[src/rtl/ex_operand_stage_if.sv]
`default_nettype none
// =============================================================================
// ex_operand_stage_if
// Decode, forwarding-bus and EX-stage signal bundle for ex_operand_stage.
// Revision: 1.0
// =============================================================================
interface ex_operand_stage_if #(
    parameter int XLEN = 32
);
    logic            id_valid;
    logic [3:0]      id_op;
    logic [2:0]      id_funct3;
    logic            id_funct7b5;
    logic [4:0]      id_rs1;
    logic [4:0]      id_rs2;
    logic [4:0]      id_rd;
    logic [XLEN-1:0] id_rs1_data;
    logic [XLEN-1:0] id_rs2_data;
    logic [XLEN-1:0] id_imm;
    logic [XLEN-1:0] id_pc;
    logic            mem_we;
    logic [4:0]      mem_rd;
    logic [XLEN-1:0] mem_result;
    logic            wb_we;
    logic [4:0]      wb_rd;
    logic [XLEN-1:0] wb_result;
    logic            ex_stall;
    logic            ex_flush;
    logic            hazard_stall;
    logic            ex_valid;
    logic [3:0]      ex_op;
    logic [2:0]      ex_funct3;
    logic [4:0]      ex_rd;
    logic [XLEN-1:0] ex_pc;
    logic            ex_we;
    logic [XLEN-1:0] alu_a;
    logic [XLEN-1:0] alu_b;
    logic [3:0]      alu_sel;
    logic [XLEN-1:0] ex_store_data;

    modport master (
        output id_valid, id_op, id_funct3, id_funct7b5, id_rs1, id_rs2, id_rd,
               id_rs1_data, id_rs2_data, id_imm, id_pc,
               mem_we, mem_rd, mem_result, wb_we, wb_rd, wb_result,
               ex_stall, ex_flush,
        input  hazard_stall, ex_valid, ex_op, ex_funct3, ex_rd, ex_pc, ex_we,
               alu_a, alu_b, alu_sel, ex_store_data
    );

    modport slave (
        input  id_valid, id_op, id_funct3, id_funct7b5, id_rs1, id_rs2, id_rd,
               id_rs1_data, id_rs2_data, id_imm, id_pc,
               mem_we, mem_rd, mem_result, wb_we, wb_rd, wb_result,
               ex_stall, ex_flush,
        output hazard_stall, ex_valid, ex_op, ex_funct3, ex_rd, ex_pc, ex_we,
               alu_a, alu_b, alu_sel, ex_store_data
    );
endinterface
`default_nettype wire

[src/rtl/ex_operand_stage.sv]
`default_nettype none
// =============================================================================
// ex_operand_stage
// ID/EX register with operand forwarding, ALU operand select and load-use
// hazard detection. Define EX_FWD_EN to enable EX/MEM and MEM/WB forwarding.
// Revision: 1.0
// =============================================================================
module ex_operand_stage #(
    parameter int XLEN = 32
) (
    input  wire logic         clk,
    input  wire logic         rst_n,
    ex_operand_stage_if.slave bus
);
    localparam logic [3:0] c_OP_OP     = 4'd0;
    localparam logic [3:0] c_OP_IMM    = 4'd1;
    localparam logic [3:0] c_OP_LUI    = 4'd2;
    localparam logic [3:0] c_OP_AUIPC  = 4'd3;
    localparam logic [3:0] c_OP_JAL    = 4'd4;
    localparam logic [3:0] c_OP_JALR   = 4'd5;
    localparam logic [3:0] c_OP_BRANCH = 4'd6;
    localparam logic [3:0] c_OP_LOAD   = 4'd7;
    localparam logic [3:0] c_OP_STORE  = 4'd8;

    localparam logic [3:0] c_SEL_ADD  = 4'd0;
    localparam logic [3:0] c_SEL_SLT  = 4'd2;
    localparam logic [3:0] c_SEL_SUB  = 4'd8;
    localparam logic [3:0] c_SEL_SLTU = 4'd10;

    function automatic logic f_legal(input logic [3:0] op);
        return op <= c_OP_STORE;
    endfunction

    function automatic logic f_reads_rs1(input logic [3:0] op);
        return f_legal(op) && (op != c_OP_LUI) && (op != c_OP_AUIPC) && (op != c_OP_JAL);
    endfunction

    function automatic logic f_reads_rs2(input logic [3:0] op);
        return (op == c_OP_OP) || (op == c_OP_BRANCH) || (op == c_OP_STORE);
    endfunction

    function automatic logic f_writes(input logic [3:0] op);
        return (op == c_OP_OP) || (op == c_OP_IMM) || (op == c_OP_LUI) ||
               (op == c_OP_AUIPC) || (op == c_OP_JAL) || (op == c_OP_JALR) ||
               (op == c_OP_LOAD);
    endfunction

    logic            valid_q,    valid_d;
    logic [3:0]      op_q,       op_d;
    logic [2:0]      funct3_q,   funct3_d;
    logic            funct7b5_q, funct7b5_d;
    logic [4:0]      rs1_q,      rs1_d;
    logic [4:0]      rs2_q,      rs2_d;
    logic [4:0]      rd_q,       rd_d;
    logic [XLEN-1:0] rs1_data_q, rs1_data_d;
    logic [XLEN-1:0] rs2_data_q, rs2_data_d;
    logic [XLEN-1:0] imm_q,      imm_d;
    logic [XLEN-1:0] pc_q,       pc_d;

    logic            w_ex_we;
    logic            w_hazard;
    logic [XLEN-1:0] w_rs1f;
    logic [XLEN-1:0] w_rs2f;

    // True when the instruction in decode reads register rd (x0 never matches).
    function automatic logic f_id_uses(input logic [4:0] rd);
        return (rd != 5'd0) && bus.id_valid &&
               ((f_reads_rs1(bus.id_op) && (bus.id_rs1 == rd)) ||
                (f_reads_rs2(bus.id_op) && (bus.id_rs2 == rd)));
    endfunction

    assign w_ex_we = valid_q && f_writes(op_q) && (rd_q != 5'd0);

`ifdef EX_FWD_EN
    function automatic logic [XLEN-1:0] f_fwd(input logic [4:0] rs, input logic [XLEN-1:0] rdata);
        if (bus.mem_we && (bus.mem_rd == rs) && (rs != 5'd0)) begin
            return bus.mem_result;
        end else if (bus.wb_we && (bus.wb_rd == rs) && (rs != 5'd0)) begin
            return bus.wb_result;
        end
        return rdata;
    endfunction

    assign w_rs1f   = f_fwd(rs1_q, rs1_data_q);
    assign w_rs2f   = f_fwd(rs2_q, rs2_data_q);
    assign w_hazard = valid_q && (op_q == c_OP_LOAD) && f_id_uses(rd_q);
`else
    // Without forwarding, any pending write to a source register must drain first.
    assign w_rs1f   = rs1_data_q;
    assign w_rs2f   = rs2_data_q;
    assign w_hazard = (valid_q && (op_q == c_OP_LOAD) && f_id_uses(rd_q)) ||
                      (w_ex_we && f_id_uses(rd_q)) ||
                      (bus.mem_we && f_id_uses(bus.mem_rd)) ||
                      (bus.wb_we && f_id_uses(bus.wb_rd));
`endif

    always_comb begin
        valid_d    = valid_q;
        op_d       = op_q;
        funct3_d   = funct3_q;
        funct7b5_d = funct7b5_q;
        rs1_d      = rs1_q;
        rs2_d      = rs2_q;
        rd_d       = rd_q;
        rs1_data_d = rs1_data_q;
        rs2_data_d = rs2_data_q;
        imm_d      = imm_q;
        pc_d       = pc_q;
        if (bus.ex_flush) begin
            valid_d = 1'b0;
        end else if (bus.ex_stall) begin
            valid_d = valid_q;
        end else if (w_hazard) begin
            valid_d = 1'b0;
        end else begin
            valid_d    = bus.id_valid && f_legal(bus.id_op);
            op_d       = bus.id_op;
            funct3_d   = bus.id_funct3;
            funct7b5_d = bus.id_funct7b5;
            rs1_d      = bus.id_rs1;
            rs2_d      = bus.id_rs2;
            rd_d       = bus.id_rd;
            rs1_data_d = bus.id_rs1_data;
            rs2_data_d = bus.id_rs2_data;
            imm_d      = bus.id_imm;
            pc_d       = bus.id_pc;
        end
    end

    always_ff @(posedge clk or negedge rst_n) begin
        if (!rst_n) begin
            valid_q    <= 1'b0;
            op_q       <= '0;
            funct3_q   <= '0;
            funct7b5_q <= 1'b0;
            rs1_q      <= '0;
            rs2_q      <= '0;
            rd_q       <= '0;
            rs1_data_q <= '0;
            rs2_data_q <= '0;
            imm_q      <= '0;
            pc_q       <= '0;
        end else begin
            valid_q    <= valid_d;
            op_q       <= op_d;
            funct3_q   <= funct3_d;
            funct7b5_q <= funct7b5_d;
            rs1_q      <= rs1_d;
            rs2_q      <= rs2_d;
            rd_q       <= rd_d;
            rs1_data_q <= rs1_data_d;
            rs2_data_q <= rs2_data_d;
            imm_q      <= imm_d;
            pc_q       <= pc_d;
        end
    end

    always_comb begin
        bus.alu_a   = '0;
        bus.alu_b   = '0;
        bus.alu_sel = c_SEL_ADD;
        if (valid_q) begin
            case (op_q)
                c_OP_OP: begin
                    bus.alu_a   = w_rs1f;
                    bus.alu_b   = w_rs2f;
                    bus.alu_sel = {funct7b5_q, funct3_q};
                end
                c_OP_IMM: begin
                    bus.alu_a   = w_rs1f;
                    bus.alu_b   = imm_q;
                    // Only the shift-right immediates carry a meaningful f7b5 bit.
                    bus.alu_sel = (funct3_q == 3'd5) ? {funct7b5_q, funct3_q} : {1'b0, funct3_q};
                end
                c_OP_LUI: begin
                    bus.alu_b = imm_q;
                end
                c_OP_AUIPC: begin
                    bus.alu_a = pc_q;
                    bus.alu_b = imm_q;
                end
                c_OP_JAL, c_OP_JALR: begin
                    bus.alu_a = pc_q;
                    bus.alu_b = XLEN'(4);
                end
                c_OP_BRANCH: begin
                    bus.alu_a = w_rs1f;
                    bus.alu_b = w_rs2f;
                    case (funct3_q[2:1])
                        2'b10:   bus.alu_sel = c_SEL_SLT;
                        2'b11:   bus.alu_sel = c_SEL_SLTU;
                        default: bus.alu_sel = c_SEL_SUB;
                    endcase
                end
                c_OP_LOAD, c_OP_STORE: begin
                    bus.alu_a = w_rs1f;
                    bus.alu_b = imm_q;
                end
                default: begin
                    bus.alu_sel = c_SEL_ADD;
                end
            endcase
        end
    end

    assign bus.hazard_stall  = w_hazard;
    assign bus.ex_valid      = valid_q;
    assign bus.ex_op         = op_q;
    assign bus.ex_funct3     = funct3_q;
    assign bus.ex_rd         = rd_q;
    assign bus.ex_pc         = pc_q;
    assign bus.ex_we         = w_ex_we;
    assign bus.ex_store_data = w_rs2f;

endmodule
`default_nettype wire

[src/flat_wrapper.sv]
// flat-port wrapper written by rule: the top's interface ports become plain ports
module ex_operand_stage_flat 
#(
    parameter int XLEN = 32
)
  (clk, rst_n, bus_id_valid, bus_id_op, bus_id_funct3, bus_id_funct7b5, bus_id_rs1, bus_id_rs2, bus_id_rd, bus_id_rs1_data, bus_id_rs2_data, bus_id_imm, bus_id_pc, bus_mem_we, bus_mem_rd, bus_mem_result, bus_wb_we, bus_wb_rd, bus_wb_result, bus_ex_stall, bus_ex_flush, bus_hazard_stall, bus_ex_valid, bus_ex_op, bus_ex_funct3, bus_ex_rd, bus_ex_pc, bus_ex_we, bus_alu_a, bus_alu_b, bus_alu_sel, bus_ex_store_data);
  ex_operand_stage_if #(.XLEN(XLEN)) bus_i ();
  input  wire logic clk;
  input  wire logic rst_n;
  input wire logic [$bits(bus_i.id_valid)-1:0] bus_id_valid;
  input wire logic [$bits(bus_i.id_op)-1:0] bus_id_op;
  input wire logic [$bits(bus_i.id_funct3)-1:0] bus_id_funct3;
  input wire logic [$bits(bus_i.id_funct7b5)-1:0] bus_id_funct7b5;
  input wire logic [$bits(bus_i.id_rs1)-1:0] bus_id_rs1;
  input wire logic [$bits(bus_i.id_rs2)-1:0] bus_id_rs2;
  input wire logic [$bits(bus_i.id_rd)-1:0] bus_id_rd;
  input wire logic [$bits(bus_i.id_rs1_data)-1:0] bus_id_rs1_data;
  input wire logic [$bits(bus_i.id_rs2_data)-1:0] bus_id_rs2_data;
  input wire logic [$bits(bus_i.id_imm)-1:0] bus_id_imm;
  input wire logic [$bits(bus_i.id_pc)-1:0] bus_id_pc;
  input wire logic [$bits(bus_i.mem_we)-1:0] bus_mem_we;
  input wire logic [$bits(bus_i.mem_rd)-1:0] bus_mem_rd;
  input wire logic [$bits(bus_i.mem_result)-1:0] bus_mem_result;
  input wire logic [$bits(bus_i.wb_we)-1:0] bus_wb_we;
  input wire logic [$bits(bus_i.wb_rd)-1:0] bus_wb_rd;
  input wire logic [$bits(bus_i.wb_result)-1:0] bus_wb_result;
  input wire logic [$bits(bus_i.ex_stall)-1:0] bus_ex_stall;
  input wire logic [$bits(bus_i.ex_flush)-1:0] bus_ex_flush;
  output wire logic [$bits(bus_i.hazard_stall)-1:0] bus_hazard_stall;
  output wire logic [$bits(bus_i.ex_valid)-1:0] bus_ex_valid;
  output wire logic [$bits(bus_i.ex_op)-1:0] bus_ex_op;
  output wire logic [$bits(bus_i.ex_funct3)-1:0] bus_ex_funct3;
  output wire logic [$bits(bus_i.ex_rd)-1:0] bus_ex_rd;
  output wire logic [$bits(bus_i.ex_pc)-1:0] bus_ex_pc;
  output wire logic [$bits(bus_i.ex_we)-1:0] bus_ex_we;
  output wire logic [$bits(bus_i.alu_a)-1:0] bus_alu_a;
  output wire logic [$bits(bus_i.alu_b)-1:0] bus_alu_b;
  output wire logic [$bits(bus_i.alu_sel)-1:0] bus_alu_sel;
  output wire logic [$bits(bus_i.ex_store_data)-1:0] bus_ex_store_data;
  assign bus_i.id_valid = bus_id_valid;
  assign bus_i.id_op = bus_id_op;
  assign bus_i.id_funct3 = bus_id_funct3;
  assign bus_i.id_funct7b5 = bus_id_funct7b5;
  assign bus_i.id_rs1 = bus_id_rs1;
  assign bus_i.id_rs2 = bus_id_rs2;
  assign bus_i.id_rd = bus_id_rd;
  assign bus_i.id_rs1_data = bus_id_rs1_data;
  assign bus_i.id_rs2_data = bus_id_rs2_data;
  assign bus_i.id_imm = bus_id_imm;
  assign bus_i.id_pc = bus_id_pc;
  assign bus_i.mem_we = bus_mem_we;
  assign bus_i.mem_rd = bus_mem_rd;
  assign bus_i.mem_result = bus_mem_result;
  assign bus_i.wb_we = bus_wb_we;
  assign bus_i.wb_rd = bus_wb_rd;
  assign bus_i.wb_result = bus_wb_result;
  assign bus_i.ex_stall = bus_ex_stall;
  assign bus_i.ex_flush = bus_ex_flush;
  assign bus_hazard_stall = bus_i.hazard_stall;
  assign bus_ex_valid = bus_i.ex_valid;
  assign bus_ex_op = bus_i.ex_op;
  assign bus_ex_funct3 = bus_i.ex_funct3;
  assign bus_ex_rd = bus_i.ex_rd;
  assign bus_ex_pc = bus_i.ex_pc;
  assign bus_ex_we = bus_i.ex_we;
  assign bus_alu_a = bus_i.alu_a;
  assign bus_alu_b = bus_i.alu_b;
  assign bus_alu_sel = bus_i.alu_sel;
  assign bus_ex_store_data = bus_i.ex_store_data;
  ex_operand_stage #(.XLEN(XLEN)) u_core (.clk(clk), .rst_n(rst_n), .bus(bus_i));
endmodule
[config.mk]
export PLATFORM = sky130hd
export DESIGN_NAME = ex_operand_stage_flat
export DESIGN_NICKNAME = d
export VERILOG_FILES = /design/src/rtl/ex_operand_stage_if.sv /design/src/rtl/ex_operand_stage.sv /design/src/flat_wrapper.sv
export SDC_FILE = /design/constraint.sdc
export NUM_CORES = 1
export LEC_CHECK = 0
export ABC_AREA = 1
export CAP_MARGIN = 10
export CORE_AREA = 2 2 149 151
export CTS_BUF_LIST = sky130_fd_sc_hd__clkbuf_8
export DETAILED_ROUTE_END_ITERATION = 8
export DIE_AREA = 0 0 151 153
export HOLD_SLACK_MARGIN = 0.12
export PLACE_DENSITY = 0.69
export SLEW_MARGIN = 5
export SYNTH_ARGS = -nofsm -noshare
export SYNTH_HDL_FRONTEND = slang
export SYNTH_SLANG_ARGS = --single-unit
[constraint.sdc]
create_clock -name clk -period 2.8 [get_ports clk]
set_input_delay 0.84 -clock clk [delete_from_list [all_inputs] [get_ports clk]]
set_output_delay 0.84 -clock clk [all_outputs]
set_load 0.01 [all_outputs]
==> results of run 1 <==
-- through the flow --
step | setup TNS, ns | area [µm²] | instances
final | -6.84 | 11900 | 1628
after global placement | -50.41 | 11100 | 1572
after global routing | -14.70 | 11900 | 1628
after CTS | -7.50 | 11500 | 1618
after floorplan | 0 | 7250 | 985
after detailed placement | -57.00 | 11100 | 1572
-- cell type report --
class,instances,area (µm²),area share
clock buffers,19,262,0.0220
clock inverters,13,126,0.0106
inverters,32,120,0.0101
multi-input cells,747,3800,0.319
flip-flops and latches,142,3550,0.299
well taps,280,350,0.0294
repair buffers,395,3690,0.310
-- layer usage --
metal / vias to the layer above / routed length, µm / track usage
met1: 3702 / 11200 / 0.291
met2: 272 / 13300 / 0.367
li1: 3840 / - / -
met3: 54 / 1720 / 0.0496
met5: - / 8 / 0
met4: 2 / 826 / 0.0970
-- cells in the mapped netlist --
| cell | n | area share |
|---|---|---|
| nand2_1 | 460 | 0.24 |
| nor2_1 | 30 | 0.016 |
| nand3_1 | 157 | 0.11 |
| dfrtp_1 | 142 | 0.49 |
| nor3_1 | 2 | 0.0014 |
| buf_2 | 25 | 0.017 |
| a31oi_1 | 1 | 0.00086 |
| nand4_1 | 2 | 0.0017 |
| buf_4 | 3 | 0.0031 |
| o21ai_1 | 1 | 0.00069 |
| o21ai_0 | 1 | 0.00069 |
| xor2_1 | 18 | 0.022 |
| nand4_2 | 1 | 0.0017 |
| a21oi_1 | 67 | 0.046 |
| clkinv_1 | 1 | 0.00052 |
| nor2_4 | 1 | 0.0016 |
| inv_2 | 2 | 0.0010 |
| inv_1 | 29 | 0.015 |
| o31ai_1 | 1 | 0.0010 |
| o211a_1 | 1 | 0.0014 |
| xnor2_1 | 4 | 0.0048 |
| buf_1 | 2 | 0.0010 |
| clkbuf_1 | 26 | 0.013 |
| buf_6 | 8 | 0.012 |
-- how the worst max path moves through the flow --
stage                             start                to
finish              u_core.bus.ex_op[3]      bus_alu_b[8]
global placement           bus_id_op[2]  bus_hazard_stall
global route        u_core.bus.ex_op[1]      bus_alu_a[1]
CTS                 u_core.bus.ex_op[0]     bus_alu_a[17]
detailed placement        bus_id_rs1[1]  bus_hazard_stall
floorplan                  bus_id_op[1]  bus_hazard_stall
-- power by group --
group	internal (mW)	switching, mW
Clock	0.830	0.825
Combinational	1.09	0.983
Sequential	2.32	0.242
-- state kept, by name, summed over array words and instances, names as in the netlist --
signal and count:
u_core.bus.ex_op 4, u_core.rs1_data_q 32, u_core.funct7b5_q 1, u_core.imm_q 32, u_core.bus.ex_rd 5, u_core.bus.ex_valid 1
u_core.bus.ex_pc 32, u_core.bus.ex_store_data 32, u_core.bus.ex_funct3 3
-- critical path, cell delays in order (launching register included) --
cell     delay (ns)
dfrtp_1        0.42
nor2_2         0.12
inv_2          0.07
buf_4          0.13
o211a_1        0.21
inv_2          0.09
buf_12         0.15
buf_12         0.14
nand2_4        0.04
a21oi_2        0.14
buf_2          0.15
-- cell families after synthesis --
logic type      synth area share
xor+xnor                  0.0266
compound gates            0.0509
simple gates               0.368
flops                      0.490
buf+inv                   0.0639
-- timing repair --
action | 4_1_cts | 5_1_grt
buffers inserted | 13 | 11
gates resized for setup | 353 | 184
setup endpoints to repair | 163 | 69
gates cloned | 2 | 1
pin swaps | 20 | 63
==> impl_metrics.yaml, run 1 <==
clock_network:
  ctsHtreeMaxLevel: 4
  cts_buffers: 17
  postCtsHoldBufs: 0
  cts_num_sinks: 142
  cts_tree: "built"
  path_clk_slew_ns: 0.09
  cts-root-buf: "clkbuf_8"
  insertion_delay_ns: 0.44
  cts_buffer_depth: 2
layout:
  area_growth_pct: 64.2
  final_cell_mix: "407 x nand2_1, 218 x clkdlybuf4s50_1, 153 x nand3_1"
  drive_above_1_share: 0.251
  num-nets-final: 1567
  n_antenna_cell: 0
  mostFrequentLayoutCell: "nand2_1"
  num-fill-cells: 2058
  final_core_util: 0.554
die:
  pin_count: 379
  die-height_um: 153
  core_um2: 21500
  die_x_um: 151
  num_rows: 54
  dieArea_um2: 23100
  initial_core_util: 0.337
logic_synthesis:
  ys_seq_area_frac: 0.490
  ys_warn_count: 0
  syn_nets: 1217
  syn_inst: 985
  ys_types: 24
  syn_area_um2: 7250
  synth_area_per_cell_um2: 7.36
  ys_seq_elements: 142
setup_path:
  path_class: "reg -> out"
  rrSetupSlack_ns: 0.37
  end_kind: "primary output"
  r2r_end: "u_core.bus.ex_pc[26]"
  startpoint_type: "flip-flop"
  arrival_ns: 2.11
  r2r-start: "u_core.bus.ex_rd[3]"
  crit_required_ns: 1.96
  reg2regPathDepth: 11
  crit_fanout: 8
flow_run:
  maxCapViolations: 0
place:
  pre_cts_ws_ns: -0.827
  io_buffers: 314
  gp_congestion: 0.858
  dp.final_hpwl_um: 18100
timing:
  slew_viol_final: 0
  period_needed_ns: 2.95
  rsz0062_at_grt: "true"
  worst_pin_slew_ns: 0.471
  hold_viol: 0
  fin_crit_sh: 1.05
  setup_viol: 63
  fin_worst_skew_ns: 0.0178
  slew_headroom: 0.686
  max_freq_mhz: 339
  fin_ws_ns: -0.151
  holdWs_ns: 0.326
routing:
  drcViolationCount: 0
  vias: 7870
  antenna_left: 0
  routedWlPerCell_um: 16.6
  drt_iter0_drc: 485
  firstDrtPassIters: 5
  drt_wl_total_um: 27100
  viasPerCell: 4.83
grt:
  grt_max_degree: 103
  antenna_found_initial: 1
  grt_pass1_vias: 7591
  overflow: 0
  grtUsageTotal: 0.227
  grt_pass1_wl_um: 41100
power:
  p_per_area_nw_per_um2: 528
  ir_drop_mv: 0.272
  leakage_nw: 5.92
  p_total_mw: 6.28
run_status:
  violations: "setup timing"
  run_status: "complete, but fails checks"
worst_hold_path:
  min_path_type: "in -> async"
(Power assumes the default switching activity.)
==> inputs of run 2 (changes only) <==
TNS_END_PERCENT = 30   (was not set)
==> impl_metrics.yaml, run 2 (synthesis gave the netlist of run 1 again) <==
setup_path:
  r2r-start: "u_core.bus.ex_rd[2]"
  crit_family: "buffers and inverters"
  path_depth: 10
  worst_path_max_delay_cell: "dfrtp_1"
  crit_chain: "nor2_2, inv_2, buf_4, o211a_1, inv_2, buf_12, buf_4, nand2_1, a21oi_2, buf_2"
  reg2regPathDepth: 11
  rrSetupSlack_ns: 0.44
  r2r_end: "u_core.bus.ex_pc[26]"
  end_kind: "primary output"
  startpoint_type: "flip-flop"
  crit_required_ns: 1.96
  max_stage_delay_ns: 0.41
  cp-startpoint: "u_core.bus.ex_op[3]"
  worst-path-buf-inv: 6
  crit_fanout: 8
  path_class: "reg -> out"
  arrival_ns: 2.09
  critical_path.endpoint: "bus_alu_b[28]"
timing:
  period_needed_ns: 2.93
  fin_worst_skew_ns: 0.0151
  setup_viol: 61
  slew_headroom: 0.686
  fin_ws_ns: -0.134
  worst_pin_slew_ns: 0.471
  max_freq_mhz: 341
  slew_viol_final: 0
  hold_viol: 0
  rsz0062_at_grt: "true"
  fin_crit_sh: 1.05
clock_network:
  insertion_delay_ns: 0.44
  path_clk_slew_ns: 0.08
  cts_tree: "built"
  cts_buffers: 17
  cts_buffer_depth: 2
  ctsHtreeMaxLevel: 4
  cts_num_sinks: 142
  cts-root-buf: "clkbuf_8"
routing:
  drt_wl_total_um: 26500
  firstDrtPassIters: 5
  drt_iter0_drc: 494
  antenna_left: 0
  drcViolationCount: 0
  viasPerCell: 4.80
  routedWlPerCell_um: 16.3
  vias: 7781
power:
  netSwitchingFraction: 0.318
  leakage_nw: 5.77
  combPwrFrac: 0.314
  power_frac_clock: 0.270
  p_int_mw: 4.16
  seq_power_share: 0.416
  ir_drop_mv: 0.272
  p_total_mw: 6.10
  power.switching_mw: 1.94
  p_per_area_nw_per_um2: 525
place:
  dp.cells: 1572
  gp_congestion: 0.858
  dp.final_hpwl_um: 18100
  io_buffers: 314
grt:
  antenna_found_initial: 1
  grt_max_degree: 103
  grtUsageTotal: 0.227
  grt_pass1_vias: 7580
  grt_pass1_wl_um: 41200
  overflow: 0
die:
  initial_core_util: 0.337
  core_um2: 21500
  dieArea_um2: 23100
  die_x_um: 151
  num_rows: 54
  pin_count: 379
  die-height_um: 153
layout:
  drive_above_1_share: 0.188
  fin_cells: 1622
  num-fill-cells: 2103
  final_cell_mix: "435 x nand2_1, 219 x clkdlybuf4s50_1, 156 x nand3_1"
  mostFrequentLayoutCell: "nand2_1"
  num-nets-final: 1561
  area_growth_pct: 60.4
  n_antenna_cell: 0
run_status:
  run_status: "complete, but fails checks"
  violations: "setup timing"
flow_run:
  maxCapViolations: 0
worst_hold_path:
  min_path_type: "in -> async"
## run 2: cell types whose count changed in the layout (fill, tap and decap cells not counted), sizes merged
cell	previous run	this run
clkbuf	43	19
dlygate4sd2	3	27
buf	149	143
clkdlybuf4s50	218	219
dlymetal6s2s	1	0
## run 2: through the flow
step / instance area (µm²) / setup slack [ns] / TNS (ns) / hold WS [ns] / utilization
global route: 11600 / -0.258 / -14.21 / 0.327 / 0.541
CTS: 11400 / -0.198 / -7.64 / 0.305 / 0.533
global placement: 11100 / -0.796 / -50.41 / 0.461 / 0.518
detailed placement: 11100 / -0.827 / -57.00 / 0.465 / 0.518
finish: 11600 / -0.134 / -5.46 / 0.325 / 0.541
floorplan: 7250 / 0.125 / 0 / 0.449 / -
## run 2: layout make-up
cell class                 count  area [µm²]  area share
multi-input combinational    747        3530       0.304
clock inverter                13         126      0.0109
inverter                      32         120      0.0103
sequential                   142        3550       0.306
tap                          280         350      0.0301
timing repair buffer         389        3680       0.316
clock buffer                  19         262      0.0225
## run 2: worst min-delay path by stage
| stage | depth (start not counted) | slack [ns] | end |
|---|---|---|---|
| 3_3_place_gp | 2 | 0.46 | u_core.imm_q[2] |
| 3_5_place_dp | 2 | 0.46 | u_core.imm_q[13] |
| 5_1_grt | 1 | 0.33 | u_core.bus.ex_rd[1] |
| 4_1_cts | 1 | 0.31 | u_core.bus.ex_rd[1] |
| 2_1_floorplan | 2 | 0.45 | u_core.imm_q[0] |
| 6_report | 1 | 0.33 | u_core.bus.ex_rd[1] |
## run 2: routing by layer
| metal | part of all wire | vias up | track usage |
|---|---|---|---|
| met5 | 0.00030 | - | 0 |
| met3 | 0.063 | 56 | 0.0499 |
| met1 | 0.42 | 3645 | 0.291 |
| met2 | 0.49 | 254 | 0.368 |
| li1 | - | 3824 | - |
| met4 | 0.031 | 2 | 0.0952 |
## run 2: power by group through the flow
stage | Sequential, mW | Clock (mW) | Combinational [mW]
after floorplan | 2.58 | 0 | 0.619
after global placement | 2.55 | 0 | 1.75
after detailed placement | 2.55 | 0 | 1.77
after CTS | 2.52 | 1.70 | 1.88
after global routing | 2.57 | 1.78 | 2.09
final | 2.54 | 1.65 | 1.92
## run 2: timing repair
item / in CTS / in global routing
pin swaps: 16 / 18
resized for setup: 342 / 53
buffers inserted: 12 / 5
endpoints found under the setup margin: 163 / 69
hold buffers: 0 / 0
gates cloned: 2 / 0
